--- config.mk ---
export PLATFORM = sky130hd
export DESIGN_NAME = l2_line_adapter
export DESIGN_NICKNAME = d
export VERILOG_FILES = /design/src/rtl/l2_adapter_pkg.sv /design/src/rtl/line_beat_buffer.sv /design/src/rtl/l2_line_adapter.sv
export SDC_FILE = /design/constraint.sdc
export NUM_CORES = 1
export LEC_CHECK = 0
export ABC_AREA = 1
export CORE_AREA = 2 2 278 280
export CTS_CLUSTER_DIAMETER = 100
export DETAILED_ROUTE_END_ITERATION = 7
export DIE_AREA = 0 0 280 282
export GPL_ROUTABILITY_DRIVEN = 0
export REMOVE_ABC_BUFFERS = 1
export SETUP_SLACK_MARGIN = 0.1
export SLEW_MARGIN = 20
export SYNTH_ARGS = -nofsm -noshare
export SYNTH_HDL_FRONTEND = slang
export SYNTH_SLANG_ARGS = --single-unit
export TNS_END_PERCENT = 1
--- constraint.sdc ---
create_clock -name clk -period 4.07 [get_ports clk]
set_clock_uncertainty 0.05 [all_clocks]
set_input_delay 1.221 -clock clk [delete_from_list [all_inputs] [get_ports clk]]
set_output_delay 1.221 -clock clk [all_outputs]
set_load 0.02 [all_outputs]
--- src/rtl/l2_adapter_pkg.sv ---
// Shared types and constants for the L2 line <-> memory burst adapter.
// A cache line is always BEATS memory beats wide.
package l2_adapter_pkg;

  localparam int BEATS   = 4;
  localparam int S_LINE  = 256;
  localparam int S_BURST = 64;

  typedef enum logic [1:0] {
    IDLE     = 2'd0,
    RD_BURST = 2'd1,
    WR_BURST = 2'd2,
    DONE     = 2'd3
  } state_e;

  // Memory transfers are line aligned: drop the 32-byte offset bits.
  function automatic logic [31:0] line_align(input logic [31:0] addr);
    return addr & 32'hFFFF_FFE0;
  endfunction

endpackage

--- src/rtl/line_beat_buffer.sv ---
// Line-wide buffer split into beats: whole-line load for evictions,
// per-beat write for read bursts, and a beat read mux for write bursts.
module line_beat_buffer
  import l2_adapter_pkg::*;
#(
  parameter int s_line  = S_LINE,
  parameter int s_burst = S_BURST
) (
  input  logic               clk,
  input  logic               reset,
  input  logic               load_line,
  input  logic [s_line-1:0]  line_in,
  input  logic               beat_we,
  input  logic [1:0]         beat_sel,
  input  logic [s_burst-1:0] beat_in,
  output logic [s_line-1:0]  line_out,
  output logic [s_burst-1:0] beat_out
);

  logic [s_burst-1:0] beat_r [BEATS];
  logic [BEATS-1:0]   beat_sel_s;

  // One-hot beat write-select, only while a beat is being stored.
  always_comb begin
    beat_sel_s = 4'b0000;
    if (beat_we) begin
      case (beat_sel)
        2'd0:    beat_sel_s = 4'b0001;
        2'd1:    beat_sel_s = 4'b0010;
        2'd2:    beat_sel_s = 4'b0100;
        2'd3:    beat_sel_s = 4'b1000;
        default: beat_sel_s = 4'b0000;
      endcase
    end else begin
      beat_sel_s = 4'b0000;
    end
  end

  // Beat storage: a line load takes priority over a single-beat write.
  always_ff @(posedge clk or negedge reset) begin
    if (!reset) begin
      for (int k = 0; k < BEATS; k++) beat_r[k] <= '0;
    end else if (load_line) begin
      for (int k = 0; k < BEATS; k++) beat_r[k] <= line_in[k*s_burst +: s_burst];
    end else begin
      for (int k = 0; k < BEATS; k++) begin
        if (beat_sel_s[k]) beat_r[k] <= beat_in;
      end
    end
  end

  // Line view of the beats, beat 0 in the least significant bits.
  always_comb begin
    line_out = '0;
    for (int k = 0; k < BEATS; k++) line_out[k*s_burst +: s_burst] = beat_r[k];
  end

  // Outgoing beat selected by the current beat count.
  always_comb begin
    case (beat_sel)
      2'd0:    beat_out = beat_r[0];
      2'd1:    beat_out = beat_r[1];
      2'd2:    beat_out = beat_r[2];
      2'd3:    beat_out = beat_r[3];
      default: beat_out = beat_r[0];
    endcase
  end

endmodule

--- src/rtl/l2_line_adapter.sv ---
// Converts L2 whole-line read/write requests into four-beat memory bursts,
// with wait states on resp_i and a one-cycle completion pulse back to the L2.
module l2_line_adapter
  import l2_adapter_pkg::*;
#(
  parameter int s_line  = S_LINE,
  parameter int s_burst = S_BURST
) (
  input  logic               clk,
  input  logic               reset,
  input  logic [31:0]        address_i,
  input  logic               read_i,
  input  logic               write_i,
  input  logic [s_line-1:0]  line_i,
  output logic [s_line-1:0]  line_o,
  output logic               resp_o,
  output logic [31:0]        address_o,
  output logic               read_o,
  output logic               write_o,
  output logic [s_burst-1:0] burst_o,
  input  logic [s_burst-1:0] burst_i,
  input  logic               resp_i
);

  state_e      state_r, state_s;
  logic [1:0]  beat_r, beat_s;
  logic [31:0] addr_r;
  logic        accept_rd_s, accept_wr_s, beat_done_s, rd_beat_s;

  // Next state and beat count; read wins over write when both are requested.
  always_comb begin
    state_s     = state_r;
    beat_s      = beat_r;
    accept_rd_s = 1'b0;
    accept_wr_s = 1'b0;
    beat_done_s = 1'b0;
    case (state_r)
      IDLE: begin
        if (read_i) begin
          state_s     = RD_BURST;
          accept_rd_s = 1'b1;
        end else if (write_i) begin
          state_s     = WR_BURST;
          accept_wr_s = 1'b1;
        end else begin
          state_s = IDLE;
        end
      end
      RD_BURST, WR_BURST: begin
        if (resp_i) begin
          beat_done_s = 1'b1;
          if (beat_r == 2'd3) begin
            state_s = DONE;
            beat_s  = 2'd0;
          end else begin
            beat_s = beat_r + 2'd1;
          end
        end else begin
          state_s = state_r;
        end
      end
      DONE:    state_s = IDLE;
      default: state_s = IDLE;
    endcase
  end

  // State, beat count and latched line address.
  always_ff @(posedge clk or negedge reset) begin
    if (!reset) begin
      state_r <= IDLE;
      beat_r  <= 2'd0;
      addr_r  <= 32'd0;
    end else begin
      state_r <= state_s;
      beat_r  <= beat_s;
      if (accept_rd_s || accept_wr_s) addr_r <= line_align(address_i);
    end
  end

  assign rd_beat_s = beat_done_s && (state_r == RD_BURST);

  line_beat_buffer #(
    .s_line  (s_line),
    .s_burst (s_burst)
  ) u_buffer (
    .clk       (clk),
    .reset     (reset),
    .load_line (accept_wr_s),
    .line_in   (line_i),
    .beat_we   (rd_beat_s),
    .beat_sel  (beat_r),
    .beat_in   (burst_i),
    .line_out  (line_o),
    .beat_out  (burst_o)
  );

  // Request and completion strobes are pure decodes of the state register.
  assign read_o    = (state_r == RD_BURST);
  assign write_o   = (state_r == WR_BURST);
  assign resp_o    = (state_r == DONE);
  assign address_o = addr_r;

endmodule

Word level (Yosys, flattened, before mapping)

Index checks and enable logic that the tools add are counted.

Logic and storage cells: 48
Output and inout bits: 355
Input bits: 357
Register bits: 287

Multiplexer cells: 21
Eq/ne operators: 8
Reductions and logical operators: 11
Add/subtract/negate cells: 1

Operators by type and width:

| cell                | number |
|---|---|
| $mux 256            | 1 |
| $mux 64             | 4 |
| $pmux 64 s4         | 1 |
| $pmux 4 s4          | 1 |
| $mux 2              | 5 |
| $eq 2x2->1 const B  | 4 |
| $reduce_bool 2->1   | 4 |
| $mux 1              | 7 |
| $pmux 2 s3          | 1 |
| $eq 2x1->1 const B  | 2 |
| $logic_not 2->1     | 2 |
| $mux 4              | 1 |
| $ne 2x2->1 const B  | 2 |
| $reduce_and 2->1    | 2 |
| $add 2x1->2 const B | 1 |
| $reduce_or 2->1     | 1 |
| $logic_and 1x1->1   | 1 |
| $logic_or 1x1->1    | 1 |

Longest topological paths before layout

Depth in word-level cells: 7
Mapped depth: 10
Mapped depth without buffers: 7

By module

Synthesis repeated with hierarchy kept, for this count alone.

Cell total of the unflattened synthesis: 2261
Area total of the unflattened synthesis: 15700.1 sq um

Modules (own cells, without submodules):

| module           | times used | area each (sq um) | cells each |
|---|---|---|---|
| line_beat_buffer | 1          | 14264.9           | 2099 |
| l2_line_adapter  | 1          | 1435.1            | 162 |

Worst setup path before layout

No wires, ideal clock.

Path type: reg2out
Start point: register beat_r[0]
End point: output port burst_o[0]
Arrival: 1.431 ns
Cell stages (with the launch flop): 9
Setup slack: 1.368 ns
Cells stage by stage: dfrtp_1 > inv_1 > ha_1 > buf_2 > buf_1 > nand2_1 > nand3_1 > nand2_1 > nand2_1

Longest elaborated chain between the ends: 2
Elaborated cells on any way between the ends: 5
Those cells by class: eq/ne: 3; mux: 1; reduce/logical: 1

Ends and longest elaborated chain:

| what                               | line                   | RTL |
|---|---|---|
| from (decl)                        | l2_line_adapter.sv:26  | `logic [1:0] beat_r, beat_s;` |
| from (signal assigned)             | l2_line_adapter.sv:75  | `beat_r <= beat_s;` |
| $eq 2x2->1 (tied with other cells) | line_beat_buffer.sv:60 | `case (beat_sel)` |
| $pmux 64 s4 (*)                    | line_beat_buffer.sv:60 |  |
| to (decl)                          | l2_line_adapter.sv:20  | `output logic [s_burst-1:0] burst_o,` |

Mark *: on every way between the ends. The rest lies on a longest branch, timed or not.

Worst setup path in the final report

Start point: register beat_r[0]
End point: output port burst_o[48]

The elaborated chain is that of the path after synthesis.

==> run_results.csv <==
group,metric,value,unit
timing,setup_violations,0,
pwr,power-per-cell-area,823,mW/mm2
timing,hold_viol,0,
layout,regArea,0.00718,mm2
global_routing,grt_max_degree,120,
worst_setup_path,reg2reg_depth,7,
floorplanning,core,0.0757,mm2
layout,utilization,34.3,%
detailed_routing,final_antenna_net_count,0,
detailed_routing,drc_errors,0,
detailed_routing,wl_per_cell,21.3,um
worst_setup_path,crit_start,"beat_r[0]",
layout,multi_input_area,0.00849,mm2
synth,synth.avg_cell_area,6.91,um2
global_routing,antenna_found_initial,6,
clock_network,cts_tree,"built",
timing,tns,0,ns
worst_hold_path,hold_path.class,"flip-flop to flip-flop",
floorplanning,die-width,280,um
synth,synthMuxAreaShare,0,%
timing,maxSlewViolCount,0,
detailed_routing,viasPerCell,4.89,
pwr,pwr-share-clk,16.0,%
global_routing,grt_pass1_wl,125,mm
clock_network,cts_inserted_buffers,39,
layout,nets,3367,
pwr,leakagePower,0.0123,uW
clock_network,clock_path_buffers,3,
clock_network,cts_hold_buf,0,
pwr,power,21400,uW
synth,synth.distinct_cells,18,
timing,whs,0.454,ns
worst_hold_path,hold_path_depth,2,
worst_setup_path,r2r_end,"u_buffer.line_out[90]",
synth,synth_cells,2422,
detailed_routing,drtIter0Drc,1283,
place,dp_hpwl,57.3,mm
place,io_buffers,701,
layout,final_common_cell,"nand2_1",
worst_setup_path,end_kind,"primary output",
worst_hold_path,hold_end,"address_o[6]",
synth,synth-seq-area-share,42.9,%
synth,synth_top_family_by_area,"simple AND/OR/NAND/NOR gates",
floorplanning,rows,101,
floorplanning,die_area,0.0790,mm2
detailed_routing,first_pass_iters,5,
clock_network,cts_root_buffer,"clkbuf_16",
global_routing,grt_pass1_vias,19000,
layout,area_growth,55.3,%
synth,synthAdderAreaFrac,0.598,%
worst_setup_path,timing.rr.start,"state_r[0]",
timing,fin_crit,3.90,ns
layout,final_cell_mix,"1275 x nand2_1, 688 x clkdlybuf4s50_1, 348 x nand3_1, 286 x dfrtp_1, 256 x nand4_1",
global_routing,grt_overflow,0,
detailed_routing,vias,19600,
pwr,switching_power,10100,uW
clock_network,cts.sinks,287,
timing,slew_headroom,28.9,%
floorplanning,start_util,22.1,%
floorplanning,die_h,282,um
synth,synth-seq-cells,287,
timing,fmax,0.257,GHz
pwr,seqPwrFrac,25.0,%
pwr,swShare,47.5,%
worst_setup_path,arrival,2.63,ns
synth,synthSimpleGateAreaFrac,49.1,%
pwr,peakVddDrop,0.000396,V
synth,synth_xor_area_share,0,%
job,max-cap-violations,0,
layout,finalNonFillerCells,4012,
timing,final.period_utilization,95.7,%
synth,syn-cell-area,0.0167,mm2
worst_hold_path,holdCritStartpoint,"address_o[6]",
clock_network,clock_latency,0.56,ns
layout,fillerInstances,8059,
clock_network,clk_pin_slew,0.06,ns
timing,rsz0062_at_grt,"yes",
worst_setup_path,path_class,"flip-flop to primary output",
global_routing,track_usage,20.8,%
detailed_routing,drt_wl_total,85.4,mm
worst_setup_path,ff2ff_setup_slack,1.65,ns
worst_setup_path,critPathMaxFanout,30,
pwr,comb_power_share,59.0,%
floorplanning,ioPinCount,712,
pwr,p_int,11200,uW
synth,ys.warnings.count,0,
synth,synth_compound_area_share,0.120,%
worst_setup_path,start_kind,"flip-flop",
place,dp_cells,3936,
clock_network,h-tree-depth,2,
worst_setup_path,critical_path_required,2.80,ns
layout,drive_above_1_share,4.59,%
status,outcome,"complete, no violations",
timing,tightest_slew,1.07,ns
## flip-flops by register name, summed over array words and instances, names as in the netlist
signal and count:
address_o 27, u_buffer.line_out 256, state_r 2, beat_r 2
## routing by layer
| layer | wire length (um) | track usage, % | vias to the layer above | part of all wire, % |
|---|---|---|---|---|
| li1 | - | - | 9164 | - |
| met1 | 34700 | 26.1 | 9409 | 41 |
| met2 | 41200 | 35.1 | 862 | 48 |
| met3 | 6560 | 4.36 | 172 | 7.7 |
| met4 | 2970 | 7.86 | 0 | 3.5 |
| met5 | 0 | 0 | - | 0 |
## per-stage QoR
stage | setup slack [ns] | area [um2]
2_1_floorplan | -9.71 | 15600
3_3_place_gp | 0.486 | 24700
3_5_place_dp | 0.471 | 24700
4_1_cts | 0.106 | 26000
5_1_grt | 0.0704 | 26000
6_report | 0.174 | 26000
## cell usage after synthesis
cell	number	share of area, %
buf_2	149	4.5
dfrtp_1	287	43
inv_1	4	0.090
buf_1	11	0.25
nand3_1	352	11
inv_2	2	0.045
nand2_1	1275	29
nor2_1	5	0.11
buf_4	39	1.8
a21oi_1	4	0.12
ha_1	8	0.60
nand2_2	3	0.11
buf_6	2	0.13
nand2_4	2	0.13
nand3_2	1	0.060
clkbuf_1	21	0.47
nand4_1	256	9.6
conb_1	1	0.022
## worst max path at each step
stage,end,slack (ns)
2_1_floorplan,u_buffer.line_out[0],-9.71
3_3_place_gp,burst_o[2],0.49
3_5_place_dp,burst_o[2],0.47
4_1_cts,burst_o[35],0.11
5_1_grt,burst_o[28],0.07
6_report,burst_o[48],0.17
## critical path: stages (launching register included)
cell	delay (ns)
dfrtp_2	0.46
inv_2	0.14
ha_4	0.18
buf_12	0.20
nand2_1	0.08
nand3_1	0.11
nand2_1	0.09
nand2_1	0.12
clkdlybuf4s50_1	0.65
## final cells by class
cell class,instances,share of cell area [%]
Clock inverter,17,0.631
Tap cell,978,4.71
Antenna cell,5,0.0482
Clock buffer,51,4.12
Sequential cell,287,27.7
Inverter,6,0.135
Multi-Input combinational cell,1911,32.7
Timing Repair Buffer,757,30.0
## power by group through the flow
stage	combinational [uW]	sequential [uW]	clock, uW
final	12600	5350	3420
after global routing	13500	5530	3640
after CTS	12700	5340	3510
after detailed placement	12700	5370	0
after global placement	12600	5330	0
after floorplan	4380	6640	0
## timing repair
action                     in CTS  in global routing
setup endpoints to repair      60                 18
gates cloned                    0                  0
gates resized for setup        16                  1
setup buffers                   3                  0
pin swaps                       0                  0
## cell families (layout without fill, tap and decap cells)
family                   count (synthesis)  in the layout
AO/OA/AOI/OAI                            4              4
adder cells (fa/ha/maj)                  8              8
buffers and inverters                  228            831
flip-flops                             287            287
other                                    1             10
AND/OR/NAND/NOR                       1894           1894
No activity file was read; power rests on OpenSTA's default activity.
